**src/rtl/match_controller_pkg.sv**
```systemverilog
// Shared types for the fencing match controller: FSM states, winner codes
// and the common video data/location types.
package match_controller_pkg;

  typedef enum logic [2:0] {
    IDLE         = 3'd0,
    COUNTDOWN    = 3'd1,
    FIGHT        = 3'd2,
    PAUSE        = 3'd3,
    SUDDEN_DEATH = 3'd4,
    DONE         = 3'd5
  } match_state_t;

  typedef enum logic [1:0] {
    WIN_NONE     = 2'b00,
    WIN_PLAYER   = 2'b01,
    WIN_OPPONENT = 2'b10
  } winner_t;

  typedef logic [7:0] data_t;

  typedef struct packed {
    logic [9:0] x;
    logic [9:0] y;
  } location_t;

  localparam int FRAME_CNT_W = 14;

endpackage

```
**src/rtl/match_controller_frame_counter.sv**
```systemverilog
// Loadable frame down-counter: decrements once per tick and stops at zero.
module frame_counter #(
  parameter int              W       = 14,
  parameter logic [W-1:0]    RST_VAL = '0
) (
  input  logic         clk_in,
  input  logic         rst_in,
  input  logic         load_in,
  input  logic [W-1:0] load_val_in,
  input  logic         tick_in,
  output logic [W-1:0] count_out,
  output logic         zero_out
);

  logic [W-1:0] r_count;

  always_ff @(posedge clk_in) begin
    if (!rst_in) begin
      r_count <= RST_VAL;
    end else if (load_in) begin
      r_count <= load_val_in;
    end else if (tick_in && (r_count != '0)) begin
      r_count <= r_count - W'(1);
    end
  end

  assign count_out = r_count;
  assign zero_out  = (r_count == '0);

endmodule

```
**src/rtl/match_controller.sv**
```systemverilog
// Bout sequencing for the fencing game: countdown, fight, post-touch pauses,
// bout clock expiry, sudden death and winner selection.
module match_controller
  import match_controller_pkg::*;
#(
  parameter int WIN_SCORE        = 5,
  parameter int COUNTDOWN_FRAMES = 180,
  parameter int PAUSE_FRAMES     = 120,
  parameter int BOUT_FRAMES      = 10800
) (
  input  logic         clk_pixel_in,
  input  logic         rst_in,
  input  logic         frame_tick_in,
  input  logic         start_in,
  input  logic         touch_valid_in,
  input  logic         player_touch_in,
  input  logic         opponent_touch_in,
  output logic         fight_enable_out,
  output logic         action_clear_out,
  output logic [3:0]   player_score_out,
  output logic [3:0]   opponent_score_out,
  output match_state_t state_out,
  output logic [13:0]  frames_left_out,
  output logic [1:0]   winner_out
);

  localparam logic [3:0]             WIN       = 4'(WIN_SCORE);
  localparam logic [FRAME_CNT_W-1:0] CD_LEN    = FRAME_CNT_W'(COUNTDOWN_FRAMES);
  localparam logic [FRAME_CNT_W-1:0] PAUSE_LEN = FRAME_CNT_W'(PAUSE_FRAMES);
  localparam logic [FRAME_CNT_W-1:0] BOUT_LEN  = FRAME_CNT_W'(BOUT_FRAMES);

  match_state_t r_state, w_next;
  winner_t      r_winner, w_winner;
  logic [3:0]   r_ps, r_os, w_ps, w_os;
  logic         r_sd, w_sd, r_fight_en, r_clear, w_clear;

  logic                   w_ph_load, w_ph_tick, w_ph_zero;
  logic [FRAME_CNT_W-1:0] w_ph_val, w_ph_count;
  logic                   w_bout_load, w_bout_tick, w_bout_zero;
  logic [FRAME_CNT_W-1:0] w_bout_count;
  logic                   w_touch, w_double, w_ph_done, w_expire;

  function automatic logic [3:0] sat_inc(input logic [3:0] s);
    return (s >= WIN) ? s : s + 4'd1;
  endfunction

  frame_counter #(.W(FRAME_CNT_W), .RST_VAL('0)) u_phase (
    .clk_in      (clk_pixel_in),
    .rst_in      (rst_in),
    .load_in     (w_ph_load),
    .load_val_in (w_ph_val),
    .tick_in     (w_ph_tick),
    .count_out   (w_ph_count),
    .zero_out    (w_ph_zero)
  );

  frame_counter #(.W(FRAME_CNT_W), .RST_VAL(BOUT_LEN)) u_bout (
    .clk_in      (clk_pixel_in),
    .rst_in      (rst_in),
    .load_in     (w_bout_load),
    .load_val_in (BOUT_LEN),
    .tick_in     (w_bout_tick),
    .count_out   (w_bout_count),
    .zero_out    (w_bout_zero)
  );

  assign w_touch   = touch_valid_in && (player_touch_in || opponent_touch_in);
  assign w_double  = player_touch_in && opponent_touch_in;
  assign w_ph_done = frame_tick_in && (w_ph_zero || (w_ph_count == FRAME_CNT_W'(1)));
  assign w_expire  = frame_tick_in && (w_bout_zero || (w_bout_count == FRAME_CNT_W'(1)));

  always_comb begin
    w_next      = r_state;
    w_ps        = r_ps;
    w_os        = r_os;
    w_winner    = r_winner;
    w_sd        = r_sd;
    w_clear     = 1'b0;
    w_ph_load   = 1'b0;
    w_ph_val    = '0;
    w_ph_tick   = 1'b0;
    w_bout_load = 1'b0;
    w_bout_tick = 1'b0;
    case (r_state)
      IDLE, DONE: begin
        if (start_in) begin
          w_next      = COUNTDOWN;
          w_ps        = '0;
          w_os        = '0;
          w_winner    = WIN_NONE;
          w_sd        = 1'b0;
          w_bout_load = 1'b1;
          w_ph_load   = 1'b1;
          w_ph_val    = CD_LEN;
        end
      end
      COUNTDOWN, PAUSE: begin
        w_ph_tick = frame_tick_in;
        if (w_ph_done) begin
          w_next  = r_sd ? SUDDEN_DEATH : FIGHT;
          w_clear = 1'b1;
        end
      end
      FIGHT: begin
        w_bout_tick = frame_tick_in;
        if (w_touch) begin
          w_next    = PAUSE;
          w_ph_load = 1'b1;
          w_ph_val  = PAUSE_LEN;
          if (w_double) begin
            // A double touch cannot decide the bout, so it is annulled at match point
            if ((r_ps != WIN - 4'd1) && (r_os != WIN - 4'd1)) begin
              w_ps = sat_inc(r_ps);
              w_os = sat_inc(r_os);
            end
          end else if (player_touch_in) begin
            w_ps = sat_inc(r_ps);
            if (w_ps == WIN) begin
              w_next   = DONE;
              w_winner = WIN_PLAYER;
            end
          end else begin
            w_os = sat_inc(r_os);
            if (w_os == WIN) begin
              w_next   = DONE;
              w_winner = WIN_OPPONENT;
            end
          end
        end
        // Expiry is judged on the scores after any same-cycle touch
        if (w_expire && (w_next != DONE)) begin
          if (w_ps > w_os) begin
            w_next   = DONE;
            w_winner = WIN_PLAYER;
          end else if (w_os > w_ps) begin
            w_next   = DONE;
            w_winner = WIN_OPPONENT;
          end else begin
            w_sd      = 1'b1;
            w_next    = PAUSE;
            w_ph_load = 1'b1;
            w_ph_val  = PAUSE_LEN;
          end
        end
      end
      SUDDEN_DEATH: begin
        if (w_touch) begin
          if (w_double) begin
            w_next    = PAUSE;
            w_ph_load = 1'b1;
            w_ph_val  = PAUSE_LEN;
          end else if (player_touch_in) begin
            w_ps     = sat_inc(r_ps);
            w_next   = DONE;
            w_winner = WIN_PLAYER;
          end else begin
            w_os     = sat_inc(r_os);
            w_next   = DONE;
            w_winner = WIN_OPPONENT;
          end
        end
      end
      default: w_next = IDLE;
    endcase
  end

  always_ff @(posedge clk_pixel_in) begin
    if (!rst_in) begin
      r_state    <= IDLE;
      r_ps       <= '0;
      r_os       <= '0;
      r_winner   <= WIN_NONE;
      r_sd       <= 1'b0;
      r_fight_en <= 1'b0;
      r_clear    <= 1'b0;
    end else begin
      r_state    <= w_next;
      r_ps       <= w_ps;
      r_os       <= w_os;
      r_winner   <= w_winner;
      r_sd       <= w_sd;
      r_fight_en <= (w_next == FIGHT) || (w_next == SUDDEN_DEATH);
      r_clear    <= w_clear;
    end
  end

  assign state_out          = r_state;
  assign player_score_out   = r_ps;
  assign opponent_score_out = r_os;
  assign winner_out         = r_winner;
  assign fight_enable_out   = r_fight_en;
  assign action_clear_out   = r_clear;
  assign frames_left_out    = w_bout_count;

endmodule

```
**config.mk**
```make
export PLATFORM = sky130hd
export DESIGN_NAME = match_controller
export DESIGN_NICKNAME = d
export VERILOG_FILES = /design/src/rtl/match_controller_pkg.sv /design/src/rtl/match_controller_frame_counter.sv /design/src/rtl/match_controller.sv
export SDC_FILE = /design/constraint.sdc
export NUM_CORES = 1
export LEC_CHECK = 0
export CORE_AREA = 2 2 79 81
export DETAILED_ROUTE_END_ITERATION = 16
export DIE_AREA = 0 0 81 83
export PLACE_DENSITY = 0.81
export SYNTH_ARGS = -nofsm -noshare
export SYNTH_HDL_FRONTEND = slang
export SYNTH_SLANG_ARGS = --single-unit
```
**constraint.sdc**
```tcl
create_clock -name clk_pixel_in -period 3.25 [get_ports clk_pixel_in]
set_input_delay 0.325 -clock clk_pixel_in [delete_from_list [all_inputs] [get_ports clk_pixel_in]]
set_output_delay 0.325 -clock clk_pixel_in [all_outputs]
set_load 0.01 [all_outputs]
```
# Yosys cells after proc, flatten, opt, wreduce, memory -nomap -nowiden
# Index checks and enable logic that the tools add are counted.
# word_totals
regBits,44
wordCells,138
# classes
n_addsub,4
n_lt_le_gt_ge,4
eq_ne,20
muxes,74
n_bitwise,1
n_reduce_logical,26
# op_table
cell,count
$mux W14,5
$mux W4,17
$mux W3,14
$pmux W14 S3,1
$eq A14 B1 Y1 const B,2
$logic_not A14 Y1,2
$reduce_bool A14 Y1,2
$sub A14 B1 Y14 const B,2
$mux W2,12
$pmux W4 S3,2
$mux W7,3
$mux W1,15
$ne A2 B2 Y1 const B,6
$pmux W3 S4,1
$eq A3 B2 Y1 const B,3
$eq A3 B3 Y1 const B,3
$add A4 B1 Y4 const B,2
$eq A4 B3 Y1 const B,2
$ge A4 B3 Y1 const B,2
$gt A4 B4 Y1,2
$logic_and A1 B1 Y1,8
$mux W8,1
$ne A4 B3 Y1 const B,2
$pmux W2 S3,1
13 further kinds,19

# Longest topological paths before layout
# Gate-level depths: netlist of run 1.
# logic_depth
ltp_word,14
mapped_depth,15
mapped_depth_nobuf,15

# Cells and area by module
# Synthesis of run 1 repeated with hierarchy kept, for this count alone.
# unflattened
hier_cells,438
area_unflattened_um2,3533.4
# by_module_without_submodules
module,n_inst,cells_per_inst,area_each_um2,seq_area_each_um2
match_controller,1,225,1742.9,320.3
frame_counter (u_bout),1,114,932.1,280.3
frame_counter (u_phase),1,99,858.3,280.3

# Worst setup path after synthesis of run 1
# Ideal clock, no wire load.
# synth_timing
path_type,register to register
start,register r_ps[0] (netlist: player_score_out[0])
end,register r_winner[0] (netlist: winner_out[0])
setup_time_ns,0.088
t_arrival_ns,3.161
t_required_ns,3.162
slack_ns,0.001
stages_incl_launch_ff,16
n_path_buf,0
period_less_slack_ns,3.249
path_cell_list,dfxtp_1 > inv_1 > ha_1 > nand2_1 > o22ai_1 > a21oi_1 > nand3b_1 > mux2_2 > ha_1 > o21ai_0 > a21oi_1 > or4b_4 > nor2_2 > nor2_1 > o21a_1 > o32ai_2
# synth_between
elab_chain_cells,12
word_cells_on_any_way,32
classes_between,add/sub (1); order compare (3); eq/ne (3); mux (23); reduce/logical (2)
# synth_lines
element,line_no,source
"start, declared",match_controller.sv:34,"logic [3:0] r_ps, r_os, w_ps, w_os;"
"start signal, assigned",match_controller.sv:178,r_ps <= w_ps;
branches (longest 10 deep; another with $add A4 B1 Y4),n/a,
$mux W2 *,match_controller.sv:131,if (w_expire && (w_next != DONE)) begin
$pmux W2 S3 *,match_controller.sv:84,case (r_state)
"end signal, assigned",match_controller.sv:180,r_winner <= w_winner;
"end, declared",match_controller.sv:33,"winner_t r_winner, w_winner;"
# Every way passes the cells marked *. The select of a mux whose other input is x is not followed.
# A chain may end at the register's enable or synchronous reset.

# Worst setup path in the final report of run 1
# layout_timing
start,register r_os[0] (netlist: opponent_score_out[0])
end,register r_winner[0] (netlist: winner_out[0])
# layout_between
elab_chain_cells,12
word_cells_on_any_way,32
classes_between,add/sub (1); order compare (3); eq/ne (3); mux (23); reduce/logical (2)
# layout_lines
element,line_no,source
"start, declared",match_controller.sv:34,
"start signal, assigned",match_controller.sv:179,r_os <= w_os;
branches (longest 10 deep; another with $add A4 B1 Y4),n/a,
$mux W2 *,match_controller.sv:131,
$pmux W2 S3 *,match_controller.sv:84,
# Marked as above.

==> impl_metrics.ini, run 1 <==
[status]
outcome = completed

[global_route]
grt_usage = 0.225
antenna_found_initial = 0
grt-ovfl-total = 0
grt_pass1_wl_um = 12200
grt_pass1_vias = 2639
grt_max_degree = 16

[logic_synthesis]
synth_mux_area_frac = 0.0331
yosysMostFrequentCell = nor2_1
yosysSeqAreaShare = 0.311
async_flop_share = 0
synth_top_area_frac = 0.311
synth_warnings = 0
ys_top_cells_by_area = dfxtp_1 31%, ha_1 7.1%, nor2_1 6.8%
synthesis.nets = 386
synth_top_area_cell = dfxtp_1
syn_area_per_cell_sq_um = 7.81
synth_xor_area_frac = 0.0680
yosys-top-cells-count = 51 x nor2_1, 44 x dfxtp_1, 32 x nand2_1
synth_top_family_by_area = simple AND/OR/NAND/NOR gates
ys_ff_latch = 44
synth-adder-area-share = 0.0706
synth-compound-area-share = 0.205
ys_types = 56
synth-main-ff-cell = dfxtp_1
synth-edff-count = 0
synthSimpleGateAreaFrac = 0.279
syn_inst = 363
syn_area_sq_mm = 0.00284

[worst_setup_path]
setup.worst_path.class = reg -> reg
path_cells = inv_1 > ha_1 > nand2_2 > o22ai_4 > a21oi_2 > nand3b_1 > mux2_2 > ha_1 > o21ai_1 > a21oi_1 > or4b_4 > nor2_4 > nor2_1 > o21a_1 > o32ai_2
worstSetupEndpointType = flop
required_ps = 3470
timing.critical_path.mode_cell = ha_1
r2r_end = winner_out[0]
crit_buf_inv = 1
cp_max_fo = 3
reg2reg_depth = 15
crit_path_max_incr_delay_ps = 520
start_kind = flop
critPathSlowestCell = or4b_4
path_delay_family = compound AO/OA/AOI/OAI gates
r2r_slack_ps = 160
worstPathArrival_ps = 3310
r2r_start = opponent_score_out[0]

[placement]
io_buffers = 35
gp_congestion = 0.952
dp_hpwl_um = 5560

[finish]
final_util = 0.627
drive_above_1_share = 0.161
nNetsFinal = 450
multi_input_area_sq_mm = 0.00191
antenna_cells = 0
regArea_sq_um = 883
fillers = 527
synthToLayoutAreaGrowth_pct = 28.6

[clocking]
clockBufferDepth = 2
cts_inserted_buffers = 5
cts_num_sinks = 44
cts_hold_buf = 0
cts-root-buf = clkbuf_8
clk-insertion-delay-late_ps = 310
cts_tree = yes
h-tree-depth = 2
clk_pin_slew_ps = 100

[timing]
fmax_mhz = 323
finalHoldViolCount = 0
tightest_slew_ps = 681
whs_ps = 503
setup_viol = 0
finalCritPeriodShare = 0.952
slew_headroom = 0.542
drv_slew = 0
finalCriticalPeriod_ps = 3090
fin_skew_ps = 10.9

[power]
peakVddDrop_mv = 0.225
intPower_w = 0.000945
p_sw_w = 0.000427
power.share.clock = 0.323
switching_share = 0.311
p_leak_nw = 1.37
p_seq_frac = 0.436
power_density_mw_per_mm2 = 376
combPwrFrac = 0.240

[die]
fp.coreArea_sq_mm = 0.00582
rows = 28
dieWidth_um = 81
die_h_um = 83
io_pins = 36
start_util = 0.488
dieArea_sq_mm = 0.00672

[route]
drtIter0Drc = 207
drt-vias-per-instance = 5.69
avgRoutedWirePerCell_um = 14.9
final_antenna_net_count = 0
drc = 0
vias = 2861
drt-total-wl_um = 7490
drt_first_pass_iters = 4

[min_path]
min_path_cells = 2
hold_path_class = reg -> reg
hold_end = u_bout.count_out[7]
worstHoldStart = u_bout.count_out[7]

[run]
drv_cap = 0
[registers in the layout, indices dropped and copies added, names as in the netlist]
register            cells
u_bout.count_out       14
state_out               3
r_sd                    1
action_clear_out        1
winner_out              2
u_phase.count_out      14
opponent_score_out      4
fight_enable_out        1
player_score_out        4
[cells by family (layout without fill, tap and decap cells)]
| family | after synthesis | in the layout |
|---|---|---|
| AO/OA/AOI/OAI | 89 | 89 |
| XOR/XNOR | 22 | 22 |
| adder cells (fa/ha/maj) | 16 | 16 |
| buffers and inverters | 25 | 90 |
| flip-flops | 44 | 44 |
| multiplexers | 9 | 9 |
| AND/OR/NAND/NOR | 158 | 158 |
[worst reg2reg max path, stage by stage, from the launching register on]
cell and delay [ps]:
dfxtp_2 350, inv_1 50, ha_1 200, nand2_2 90, o22ai_4 90, a21oi_2 210
nand3b_1 110, mux2_2 300, ha_1 320, o21ai_1 120, a21oi_1 80, or4b_4 520
nor2_4 120, nor2_1 40, o21a_1 170, o32ai_2 240
[area by class of cell]
cell class	instances	share of cell area
clock buffer	5	0.0189
clock inverter	3	0.0127
inverter	15	0.0154
multi-input combinational	294	0.523
sequential	44	0.242
tap	75	0.0257
timing repair buffer	67	0.162
[cells in the final DEF, fill, tap and decap left out, types with 3 or more instances in the layout]
| master | synthesis | layout |
|---|---|---|
| a31oi_1 | 4 | 4 |
| nand2_1 | 32 | 29 |
| xnor2_1 | 17 | 17 |
| nor2_1 | 51 | 51 |
| nand2b_1 | 7 | 7 |
| o21ai_0 | 16 | 15 |
| a22oi_1 | 5 | 5 |
| clkbuf_8 | 0 | 5 |
| and3_1 | 4 | 4 |
| ha_1 | 16 | 16 |
| nor4_1 | 9 | 9 |
| a21oi_2 | 0 | 4 |
| or3_1 | 9 | 9 |
| buf_4 | 0 | 32 |
| mux2i_1 | 6 | 6 |
| a211oi_1 | 3 | 3 |
| nor3b_1 | 3 | 3 |
| o211ai_1 | 3 | 3 |
| or2_2 | 5 | 4 |
| inv_1 | 14 | 13 |
| nand2_2 | 0 | 3 |
| clkdlybuf4s50_1 | 0 | 35 |
| a311oi_1 | 3 | 3 |
| nor2b_1 | 4 | 4 |
| nand3_1 | 5 | 5 |
| xor2_1 | 5 | 5 |
| nor3_1 | 14 | 14 |
| a21oi_1 | 30 | 26 |
| nand3b_1 | 3 | 3 |
| dfxtp_1 | 44 | 42 |
[worst max path at each step]
stage	slack (ps)	cells after the start	end	start
2_1_floorplan	0.5	15	winner_out[0]	player_score_out[0]
3_3_place_gp	10	13	winner_out[0]	touch_valid_in
3_5_place_dp	-30	13	winner_out[0]	player_touch_in
4_1_cts	0.2	15	winner_out[0]	opponent_score_out[0]
5_1_grt	-20	15	winner_out[0]	player_score_out[0]
6_report	160	15	winner_out[0]	opponent_score_out[0]
[per-stage QoR]
stage	worst slack (ps)	cells	TNS (ps)	power, W	instance area (sq um)
after global routing	-20.4	503	-30.7	0.00144	3650
after floorplan	0.541	363	0	0.000820	2840
after detailed placement	-31.3	493	-31.3	0.000926	3470
final	155	503	0	0.00137	3650
after CTS	0.184	501	0	0.00137	3580
after global placement	9.75	493	0	0.000921	3470
[routing by layer]
metal / share of wire / wire, um / track usage
met5: 0 / 0 / 0
met4: 0.018 / 134 / 0.0770
met3: 0.067 / 501 / 0.0370
met2: 0.46 / 3450 / 0.347
met1: 0.45 / 3400 / 0.317
[power groups by stage]
stage | sequential, W | clock (W) | combinational, W
after global placement | 0.000609 | 0 | 0.000312
after CTS | 0.000597 | 0.000452 | 0.000319
after floorplan | 0.000605 | 0 | 0.000215
after global routing | 0.000603 | 0.000468 | 0.000368
final | 0.000599 | 0.000444 | 0.000330
after detailed placement | 0.000610 | 0 | 0.000316
[timing repair]
item	CTS	global route
buffers inserted	0	2
resized for setup	0	16
endpoints found under the setup margin	0	13
Note: power is estimated with default switching activity, not from simulation.
==> inputs of run 2 (changes only) <==
HOLD_SLACK_MARGIN = 0.05   (was not set)
==> results of run 2 <==
Same layout as run 1: the final DEF is identical, and so are final timing and power.
==> inputs of run 3 (changes only) <==
CORE_AREA = 4 4 81 83   (was 2 2 79 81)
DIE_AREA = 0 0 85 87   (was 0 0 81 83)
MAX_ROUTING_LAYER = met4   (was not set)
==> run 3 against run 2 <==
  * Maximum frequency rose by 0.48%
  * First-iteration DRC count fell by 14%
  * Clock skew rose by 7.4 ps
  * Routed wire length rose by 3.5%
  * Sequential power barely moved
  * Worst setup slack improved by 15 ps
  * Critical path depth fell by 1
  * Global-route usage fell by 0.42 points
  * Via count rose by 1.2%
  * Largest cell class unchanged
  * Worst hold slack improved by 19 ps
  * Sequential share of layout area rose by 0.53 points
  * Combinational power barely moved
==> impl_metrics.ini, run 3 (synthesis gave the netlist of run 1 again) <==
[power]
peakVddDrop_mv = 0.274
p_leak_nw = 1.33
power_density_mw_per_mm2 = 384

[clocking]
clk-insertion-delay-late_ps = 320
cts_num_sinks = 44
cts_tree = yes
h-tree-depth = 2
post_cts_buffers = 0
cts_inserted_buffers = 5
clockBufferDepth = 2
clk_pin_slew_ps = 110
cts-root-buf = clkbuf_8

[route]
avgRoutedWirePerCell_um = 15.7
drt-vias-per-instance = 5.87
final_antenna_net_count = 0
drc = 0
drt-total-wl_um = 7760
drtIter0Drc = 179
vias = 2895
drt_first_pass_iters = 5

[finish]
antenna_cells = 0
regArea_sq_um = 887
final_common_cell = nor2_1
nNetsFinal = 440
fillers = 501
synthToLayoutAreaGrowth_pct = 26.4
final_cell_mix = 50 x nor2_1, 41 x dfxtp_1, 35 x clkdlybuf4s50_1
multi_input_area_sq_mm = 0.00192
drive_above_1_share = 0.153

[worst_setup_path]
crit_end = winner_out[0]
cp-startpoint = player_score_out[1]
required_ps = 3470
worstPathArrival_ps = 3300
reg2reg_depth = 14
start_kind = flop
setup.worst_path.class = reg -> reg
r2r_end = winner_out[0]
cp_max_fo = 4
worstSetupEndpointType = flop
r2r_slack_ps = 170
r2r_start = player_score_out[1]

[timing]
finalCriticalPeriod_ps = 3080
finalCritPeriodShare = 0.948
finalHoldViolCount = 0
setup_slack_ps = 170
slew_headroom = 0.519
fin_skew_ps = 18.3
drv_slew = 0
tns_ps = 0
setup_viol = 0
tightest_slew_ps = 717
rsz0062_at_grt = no
fmax_mhz = 325

[status]
outcome = completed

[min_path]
hold_path_class = reg -> reg

[placement]
gp_congestion = 0.935
post-place-ws_ps = -32.0
io_buffers = 35
dp_hpwl_um = 5750

[global_route]
antenna_found_initial = 0
grt_pass1_vias = 2842
grt_pass1_wl_um = 13100
grt_max_degree = 16
grt-ovfl-total = 0
grt_usage = 0.221

[die]
io_pins = 36
die_h_um = 87
start_util = 0.485
dieArea_sq_mm = 0.00740
dieWidth_um = 85
rows = 28
fp.coreArea_sq_mm = 0.00585

[run]
drv_cap = 0
[run 3: area by class of cell]
cell class / instances / area share
Tap cell: 75 / 0.0262
Inverter: 15 / 0.0157
Clock buffer: 5 / 0.0192
Multi-Input combinational cell: 294 / 0.535
Timing Repair Buffer: 57 / 0.144
Clock inverter: 3 / 0.0129
Sequential cell: 44 / 0.248
[run 3: power by group]
part           total (W)  internal [W]  switching [W]
sequential      0.000599      0.000567      0.0000323
combinational   0.000332      0.000142       0.000190
clock           0.000444      0.000232       0.000212
[run 3: repair_timing]
| item | 4_1_cts | 5_1_grt |
|---|---|---|
| hold buffers | 0 | 0 |
| pin swaps | 0 | 8 |
| endpoints found under the setup margin | 1 | 3 |
| resized for setup | 2 | 19 |
[run 3: worst min path at each step]
stage	start	slack [ps]	cells after the start	endpoint
5_1_grt	player_score_out[0]	540	2	player_score_out[0]
3_3_place_gp	player_score_out[0]	490	2	player_score_out[0]
3_5_place_dp	u_phase.count_out[9]	510	2	u_phase.count_out[9]
4_1_cts	u_phase.count_out[1]	520	2	u_phase.count_out[1]
2_1_floorplan	u_phase.count_out[6]	460	1	u_phase.count_out[6]
6_report	u_phase.count_out[9]	520	2	u_phase.count_out[9]
[run 3: per-stage QoR]
stage	hold slack (ps)	utilization	total power (W)	instances	cell area, sq um
finish	522	0.612	0.00137	493	3580
global route	540	0.612	0.00144	493	3580
CTS	524	0.602	0.00136	493	3520
detailed placement	509	0.582	0.000923	485	3410
global placement	490	0.582	0.000918	485	3410
floorplan	462	-	0.000820	363	2840
[run 3: critical path: stages (launching register included)]
cell and delay (ps):
dfxtp_2 350, inv_2 50, ha_1 180, nand2b_1 160
or2_4 240, mux2_2 290, mux2i_2 210, ha_4 240
o21ai_2 140, a21oi_2 60, or4b_4 550, nor2_4 100
nor2_1 50, o21a_1 170, o32ai_2 190
[run 3: routing by layer]
layer	share of wire	routed length, um	GRT usage
met3	0.059	456	0.0473
met4	0.024	183	0.0820
met1	0.45	3520	0.276
met2	0.46	3590	0.353
met5	0	0	-
